[src/rtl/decode_ctrl_pipe.sv]
// rtl/decode_ctrl_pipe.sv - registered RV32IM decode/control stage with load-use and MDU stalls
// Optional perf counters are built when DECODE_CTRL_PERF_EN is defined.
module decode_ctrl_pipe #(
   parameter int DATA_WIDTH     = 32,
   parameter int REG_ADDR_WIDTH = 5,
   parameter int MDU_LATENCY    = 4
) (
   input  logic                      clk,
   input  logic                      rst,
   input  logic [DATA_WIDTH-1:0]     Instr,
   input  logic                      in_valid,
   output logic                      in_ready,
   input  logic                      flush,
   input  logic                      ex_mem_read,
   input  logic [REG_ADDR_WIDTH-1:0] ex_rd,
   output logic                      out_valid,
   input  logic                      out_ready,
   output logic                      RegWrite,
   output logic                      MemWrite,
   output logic                      MemRead,
   output logic                      Branch,
   output logic                      Jump,
   output logic                      JumpReg,
   output logic                      ALUSel,
   output logic                      ALUSrcA,
   output logic                      IsMDU,
   output logic                      illegal,
   output logic [1:0]                ResultSel,
   output logic [3:0]                ALUCtrl,
   output logic [2:0]                ImmSel,
   output logic [2:0]                funct3_o,
   output logic [REG_ADDR_WIDTH-1:0] rs1,
   output logic [REG_ADDR_WIDTH-1:0] rs2,
   output logic [REG_ADDR_WIDTH-1:0] rd,
   output logic                      mdu_start
`ifdef DECODE_CTRL_PERF_EN
   ,
   output logic [31:0]               perf_stall_cnt,
   output logic [31:0]               perf_mdu_cnt
`endif
);

   localparam logic [6:0] OPC_LOAD   = 7'b0000011;
   localparam logic [6:0] OPC_STORE  = 7'b0100011;
   localparam logic [6:0] OPC_OP     = 7'b0110011;
   localparam logic [6:0] OPC_OPIMM  = 7'b0010011;
   localparam logic [6:0] OPC_BRANCH = 7'b1100011;
   localparam logic [6:0] OPC_LUI    = 7'b0110111;
   localparam logic [6:0] OPC_AUIPC  = 7'b0010111;
   localparam logic [6:0] OPC_JAL    = 7'b1101111;
   localparam logic [6:0] OPC_JALR   = 7'b1100111;

   localparam int CNT_W = (MDU_LATENCY > 1) ? $clog2(MDU_LATENCY) : 1;

   typedef struct packed {
      logic                      reg_write;
      logic                      mem_write;
      logic                      mem_read;
      logic                      branch;
      logic                      jump;
      logic                      jump_reg;
      logic                      alu_sel;
      logic                      alu_src_a;
      logic                      is_mdu;
      logic                      illegal;
      logic [1:0]                result_sel;
      logic [3:0]                alu_ctrl;
      logic [2:0]                imm_sel;
      logic [2:0]                funct3;
      logic [REG_ADDR_WIDTH-1:0] rs1;
      logic [REG_ADDR_WIDTH-1:0] rs2;
      logic [REG_ADDR_WIDTH-1:0] rd;
   } ctrl_t;

   typedef enum logic {
      S_IDLE,
      S_MDU_WAIT
   } state_t;

   logic [6:0] opcode;
   logic [2:0] funct3;
   logic [6:0] funct7;
   ctrl_t      dec;
   logic       uses_rs1;
   logic       uses_rs2;
   logic       luse;
   logic       accept;

   ctrl_t              ctrl_q, ctrl_d;
   state_t             state_q, state_d;
   logic [CNT_W-1:0]   cnt_q, cnt_d;
   logic               out_valid_q, out_valid_d;
   logic               mdu_start_q, mdu_start_d;

   assign opcode = Instr[6:0];
   assign funct3 = Instr[14:12];
   assign funct7 = Instr[31:25];

   always_comb begin
      dec        = '0;
      dec.funct3 = funct3;
      dec.rs1    = Instr[19:15];
      dec.rs2    = Instr[24:20];
      dec.rd     = Instr[11:7];
      case (opcode)
         OPC_LOAD: begin
            dec.reg_write  = 1'b1;
            dec.mem_read   = 1'b1;
            dec.alu_sel    = 1'b1;
            dec.result_sel = 2'b01;
         end
         OPC_STORE: begin
            dec.mem_write = 1'b1;
            dec.alu_sel   = 1'b1;
            dec.imm_sel   = 3'b001;
         end
         OPC_OP: begin
            if (funct7 == 7'b0000000 || funct7 == 7'b0100000) begin
               dec.reg_write = 1'b1;
               dec.alu_ctrl  = {funct7[5] & (funct3 == 3'b000 || funct3 == 3'b101), funct3};
            end else if (funct7 == 7'b0000001) begin
               dec.reg_write = 1'b1;
               dec.is_mdu    = 1'b1;
               dec.alu_ctrl  = {1'b1, funct3};
            end else begin
               dec.illegal = 1'b1;
            end
         end
         OPC_OPIMM: begin
            // only the arithmetic right shift borrows funct7[5]; ADDI stays an add
            dec.reg_write = 1'b1;
            dec.alu_sel   = 1'b1;
            dec.alu_ctrl  = {funct7[5] & (funct3 == 3'b101), funct3};
         end
         OPC_BRANCH: begin
            dec.branch   = 1'b1;
            dec.imm_sel  = 3'b010;
            dec.alu_ctrl = 4'b1000;
         end
         OPC_LUI: begin
            dec.reg_write  = 1'b1;
            dec.imm_sel    = 3'b011;
            dec.result_sel = 2'b10;
         end
         OPC_AUIPC: begin
            dec.reg_write = 1'b1;
            dec.alu_src_a = 1'b1;
            dec.alu_sel   = 1'b1;
            dec.imm_sel   = 3'b011;
         end
         OPC_JAL: begin
            dec.jump       = 1'b1;
            dec.reg_write  = 1'b1;
            dec.imm_sel    = 3'b100;
            dec.result_sel = 2'b11;
         end
         OPC_JALR: begin
            dec.jump_reg   = 1'b1;
            dec.reg_write  = 1'b1;
            dec.alu_sel    = 1'b1;
            dec.result_sel = 2'b11;
         end
         default: dec.illegal = 1'b1;
      endcase
      if (dec.rd == '0) begin
         dec.reg_write = 1'b0;
      end
   end

   always_comb begin
      uses_rs1 = 1'b0;
      uses_rs2 = 1'b0;
      case (opcode)
         OPC_OP, OPC_STORE, OPC_BRANCH: begin
            uses_rs1 = 1'b1;
            uses_rs2 = 1'b1;
         end
         OPC_OPIMM, OPC_LOAD, OPC_JALR: uses_rs1 = 1'b1;
         default: ;
      endcase
   end

   assign luse = ex_mem_read && (ex_rd != '0) &&
                 ((uses_rs1 && ex_rd == Instr[19:15]) || (uses_rs2 && ex_rd == Instr[24:20]));

   assign in_ready = (!out_valid_q || out_ready) && (state_q == S_IDLE) && !luse && !flush;
   assign accept   = in_valid && in_ready;

   always_comb begin
      state_d     = state_q;
      cnt_d       = cnt_q;
      out_valid_d = out_valid_q;
      ctrl_d      = ctrl_q;
      mdu_start_d = 1'b0;
      if (flush) begin
         out_valid_d = 1'b0;
         state_d     = S_IDLE;
         cnt_d       = '0;
      end else begin
         if (state_q == S_MDU_WAIT) begin
            if (cnt_q == CNT_W'(1)) begin
               state_d = S_IDLE;
               cnt_d   = '0;
            end else begin
               cnt_d = cnt_q - CNT_W'(1);
            end
         end
         if (accept) begin
            ctrl_d      = dec;
            out_valid_d = 1'b1;
            if (dec.is_mdu) begin
               mdu_start_d = 1'b1;
               if (MDU_LATENCY > 1) begin
                  state_d = S_MDU_WAIT;
                  cnt_d   = CNT_W'(MDU_LATENCY - 1);
               end
            end
         end else if (out_valid_q && out_ready) begin
            out_valid_d = 1'b0;
         end
      end
   end

   always_ff @(posedge clk) begin
      if (rst) begin
         state_q     <= S_IDLE;
         cnt_q       <= '0;
         out_valid_q <= 1'b0;
         mdu_start_q <= 1'b0;
         ctrl_q      <= '0;
      end else begin
         state_q     <= state_d;
         cnt_q       <= cnt_d;
         out_valid_q <= out_valid_d;
         mdu_start_q <= mdu_start_d;
         ctrl_q      <= ctrl_d;
      end
   end

   assign out_valid = out_valid_q;
   assign mdu_start = mdu_start_q;
   assign RegWrite  = ctrl_q.reg_write;
   assign MemWrite  = ctrl_q.mem_write;
   assign MemRead   = ctrl_q.mem_read;
   assign Branch    = ctrl_q.branch;
   assign Jump      = ctrl_q.jump;
   assign JumpReg   = ctrl_q.jump_reg;
   assign ALUSel    = ctrl_q.alu_sel;
   assign ALUSrcA   = ctrl_q.alu_src_a;
   assign IsMDU     = ctrl_q.is_mdu;
   assign illegal   = ctrl_q.illegal;
   assign ResultSel = ctrl_q.result_sel;
   assign ALUCtrl   = ctrl_q.alu_ctrl;
   assign ImmSel    = ctrl_q.imm_sel;
   assign funct3_o  = ctrl_q.funct3;
   assign rs1       = ctrl_q.rs1;
   assign rs2       = ctrl_q.rs2;
   assign rd        = ctrl_q.rd;

`ifdef DECODE_CTRL_PERF_EN
   logic [31:0] perf_stall_q;
   logic [31:0] perf_mdu_q;

   // saturating counters; flush deliberately does not clear them
   always_ff @(posedge clk) begin
      if (rst) begin
         perf_stall_q <= '0;
         perf_mdu_q   <= '0;
      end else begin
         if (in_valid && !in_ready && perf_stall_q != 32'hFFFF_FFFF) begin
            perf_stall_q <= perf_stall_q + 32'd1;
         end
         if (mdu_start_q && perf_mdu_q != 32'hFFFF_FFFF) begin
            perf_mdu_q <= perf_mdu_q + 32'd1;
         end
      end
   end

   assign perf_stall_cnt = perf_stall_q;
   assign perf_mdu_cnt   = perf_mdu_q;
`endif

endmodule

[config.mk]
export PLATFORM = sky130hd
export DESIGN_NAME = decode_ctrl_pipe
export DESIGN_NICKNAME = d
export VERILOG_FILES = /design/src/rtl/decode_ctrl_pipe.sv
export SDC_FILE = /design/constraint.sdc
export NUM_CORES = 1
export LEC_CHECK = 0
export BUFFER_PORTS_ARGS = -buffer_cell sky130_fd_sc_hd__buf_2
export CAP_MARGIN = 5
export CORE_MARGIN = 2
export CORE_UTILIZATION = 45
export CTS_CLUSTER_SIZE = 28
export DETAILED_ROUTE_END_ITERATION = 7
export PLACE_DENSITY = 0.77
export SETUP_SLACK_MARGIN = 0.15
export SLEW_MARGIN = 10
export SYNTH_ARGS = -nofsm -noshare
export SYNTH_HDL_FRONTEND = slang
export SYNTH_SLANG_ARGS = --single-unit
[constraint.sdc]
create_clock -name clk -period 2.3 [get_ports clk]
set_clock_uncertainty 0.2 [all_clocks]
set_input_delay 0.46 -clock clk [delete_from_list [all_inputs] [get_ports clk]]
set_output_delay 0.46 -clock clk [all_outputs]
set_load 0.01 [all_outputs]
==> results.md <==
* Status: finished clean
* Hold Path Class: in -> reg
* # Max-Cap Violations at 0
* Clk pwr share at around 40%
* Area growth syn-to-layout at 37.0%
* Antenna cells at 0
* CTS root buffer: clkbuf_8
* Critical Path RT at around 2.3 ns
* Worst Max-Slew Pin Slew at approximately 0.53 ns
* Vias at 2329
* First-pass DRT Iterations at 4
* Via-to-Cell Ratio at 5.37
* Complex-gate fraction of the synthesized area at 12.4%
* Final-report setup violation count at 0
* Maximum clock path buffer count at 2
* Slack of the critical path at roughly 0.04 ns
* Peak Freq at 0.442 GHz
* Min Tclk post-route at 2.26 ns
* Vias in the first global route at approximately 2300
* Core ar. at 4820 um2
* Post-synth top area cell: dfxtp_1
* Post-synthesis adder-cell area fraction at less than 1%
* Critical Path Source Type: input pin
* CP arrival at around 2.3 ns
* Setup WS pre-CTS at -0.0802 ns
* Mapped cell area at around 2300 um2
* Cell count after synthesis at roughly 270
* Ys async rst share at 0%
* FF+latch count, synth at between 40 and 50
* Final std cells w/o fill at 434
* CP Capture Type: flip-flop
* First-pass GRT wire length at 10500 um
* Cell mode on critical path: buf_6
* # rows at 25
* Final slew viol count at 0
* Power per standard cell area at about 560 nW/um2
* Largest family of logic cells by synthesized area: simple AND/OR/NAND/NOR gates
* Sw frac at between 20% and 30%
* Final GP Congestion at approximately 0.92
* Yosys cell types at between 40 and 50
* # hold bufs at CTS at 0
* H-tree depth at 2
* Antenna-violating nets left at 0
* Clk_lat worst skew at about 0.3 ns
* Top-level I/O count at slightly above 80
* Psw at 0.000433 W
* Sequential power share at 43.2%
* Placed insts at between 400 and 500
* Top FF cell, synth: dfxtp_1
* Avg WL per Cell at around 15 um
* Static Leak at between 1 and 1.5 nW
* CTS tree: yes
* Seq/Total Area, Yosys at a little under two fifths
* CP max FO at 16
* Detailed Route Iter0 Violations at between 90 and 100
* Routed WL at roughly 6400 um
* Mapped Nets at just over 300
* Internal at approximately 0.0013 W
* All-Layer GR Usage at 24.2%
* Post-synth top area share at a little under two fifths
* Clock-pin transition on the worst setup and hold timing paths at around 0.08 ns
* Synth Area in Simple Gates at between 20% and 30%
* Post-synthesis mux area share at about 16%
* CP max stage cell: or4_4
* Hold WS at roughly 0.22 ns
* Mean Syn Cell Area at 8.63 um2
* Aggregate global routing overflow at 0
* Max rail drop VDD at approximately 0.34 mV
* Most frequent cells after synthesis: nand2_1 (56), dfxtp_1 (42), mux2i_1 (31), clkbuf_1 (11), xnor2_1 (11)
* I/O Buffers at just over 80
* TNS Setup at 0 ns
* Filler cell count at about 450
* Ys Warns at 0
* Cell with the most instances after synthesis: nand2_1
* CTS Buf Count at 5
* Nets at slightly above 400
* Crit-path cells: buf_6 > or4_4 > o21ai_4 > inv_2 > buf_4 > buf_6 > buf_6 > a21oi_4 > buf_12 > mux2i_2
* HPWL Detailed at roughly 5000 um
* Die H at between 70 and 80 um
* Die Wd at approximately 75 um
* Post-synth EDFFs at 0
* Die area at 5670 um2
* Layout cells sized above 1 at around 37%
* Clock Sinks at 42
* Final hold violation count at 0
* Synth area leaders: dfxtp_1 (37%), mux2i_1 (14%), nand2_1 (9.2%)
* Initial core utilization at 47.5%
* RSZ-0062 raised after global routing: true
* Drt drc at 0
* Initial antenna violation count at 0
* FF-to-FF setup slack at ~0.59 ns
* Final worst path period share at a little over nine tenths
* CP Class: in -> reg
* Comb power frac at 16.9%
* CP peak stage delay at 0.54 ns
* Post-Synth XOR/XNOR Area at 4.21%
* Slew headroom at 64.5%
* Largest net degree at the start of global routing at 34
==> stage by stage <==
| stage | util, % | power (W) | cell area, um2 |
|---|---|---|---|
| 5_1_grt | 65.1 | 0.00182 | 3130 |
| 6_report | 65.1 | 0.00175 | 3130 |
| 3_5_place_dp | 60.6 | 0.00105 | 2920 |
| 4_1_cts | 64.6 | 0.00175 | 3110 |
| 2_1_floorplan | - | 0.000923 | 2300 |
| 3_3_place_gp | 60.6 | 0.00104 | 2920 |
==> cell families (layout without fill, tap and decap cells) <==
logic type,Yosys count,after routing
flip-flops,42,42
multiplexers,36,36
XOR/XNOR,11,11
AO/OA/AOI/OAI,36,36
buffers and inverters,20,122
AND/OR/NAND/NOR,119,119
adder cells (fa/ha/maj),1,1
==> worst paths after layout <==
check	startpoint	end	cells after the start
max	ex_rd[2]	rs2[1]	10
min	Instr[10]	rd[3]	3
max reg2reg	state_q	rs2[1]	6
min reg2reg	ALUSel	ALUSel	2
==> area by class of cell <==
class / count / area [um2] / area share, %
multi-input combinational: 203 / 1390 / 44.4
sequential: 42 / 841 / 26.8
timing repair buffer: 109 / 662 / 21.1
tap: 67 / 83.8 / 2.67
clock buffer: 5 / 68.8 / 2.20
clock inverter: 3 / 68.8 / 2.20
inverter: 5 / 18.8 / 0.599
==> cell usage in the layout (no fill, tap or decap), drive strengths merged, types with 2 or more instances in the layout <==
| master | Yosys | routed |
|---|---|---|
| nand2 | 56 | 56 |
| mux2i | 31 | 31 |
| and3 | 2 | 2 |
| o22ai | 3 | 3 |
| a21oi | 7 | 7 |
| a221o | 2 | 2 |
| bufinv | 0 | 2 |
| nand2b | 4 | 4 |
| xnor2 | 11 | 11 |
| nand3 | 8 | 8 |
| nor3 | 9 | 9 |
| inv | 5 | 5 |
| nor4 | 2 | 2 |
| and3b | 2 | 2 |
| or2 | 2 | 2 |
| a31oi | 3 | 3 |
| a21boi | 2 | 2 |
| o21ai | 7 | 7 |
| clkbuf | 11 | 5 |
| nor2b | 6 | 6 |
| or3 | 2 | 2 |
| or4 | 6 | 6 |
| nand4 | 9 | 9 |
| dfxtp | 42 | 42 |
| o211ai | 5 | 5 |
| and2 | 3 | 3 |
| buf | 4 | 109 |
| mux2 | 5 | 5 |
| nor2 | 5 | 5 |
==> state kept, by name, indices dropped and copies added, names as in the netlist, 2 cells and up <==
name and cells:
ALUCtrl 4, rs2 5, ImmSel 3, rd 5
funct3_o 3, ResultSel 2, cnt_q 2, rs1 5
==> worst max-delay path, delay by kind of cell <==
family | cells | cell delay, ns
buffers and inverters | 6 | 0.69
and+or+nand+nor | 1 | 0.54
AOI/OAI and AO/OA | 2 | 0.35
muxes | 1 | 0.23
==> power groups by stage <==
stage               combinational, W  clock [W]  sequential, W
floorplan                   0.000141          0       0.000781
finish                      0.000296   0.000698       0.000755
detailed placement          0.000279          0       0.000772
global route                0.000322   0.000738       0.000758
global placement            0.000273          0       0.000771
CTS                         0.000289   0.000706       0.000755
==> layer usage <==
layer	GRT usage [%]	share of wire, %	vias to the layer above
li1	-	-	1151
met1	30.8	42	1074
met2	39.7	49	87
met3	5.16	6.6	17
met4	9.94	2.2	0
met5	0	0	-
==> timing repair <==
| action | CTS | global route |
|---|---|---|
| pin swaps | 4 | 5 |
| endpoints found under the setup margin | 1 | 19 |
| buffers inserted | 3 | 1 |
| hold endpoints to repair | 0 | 0 |
| gates cloned | 0 | 0 |
| gates resized for setup | 7 | 3 |
Power figures use the tool's default switching activity.
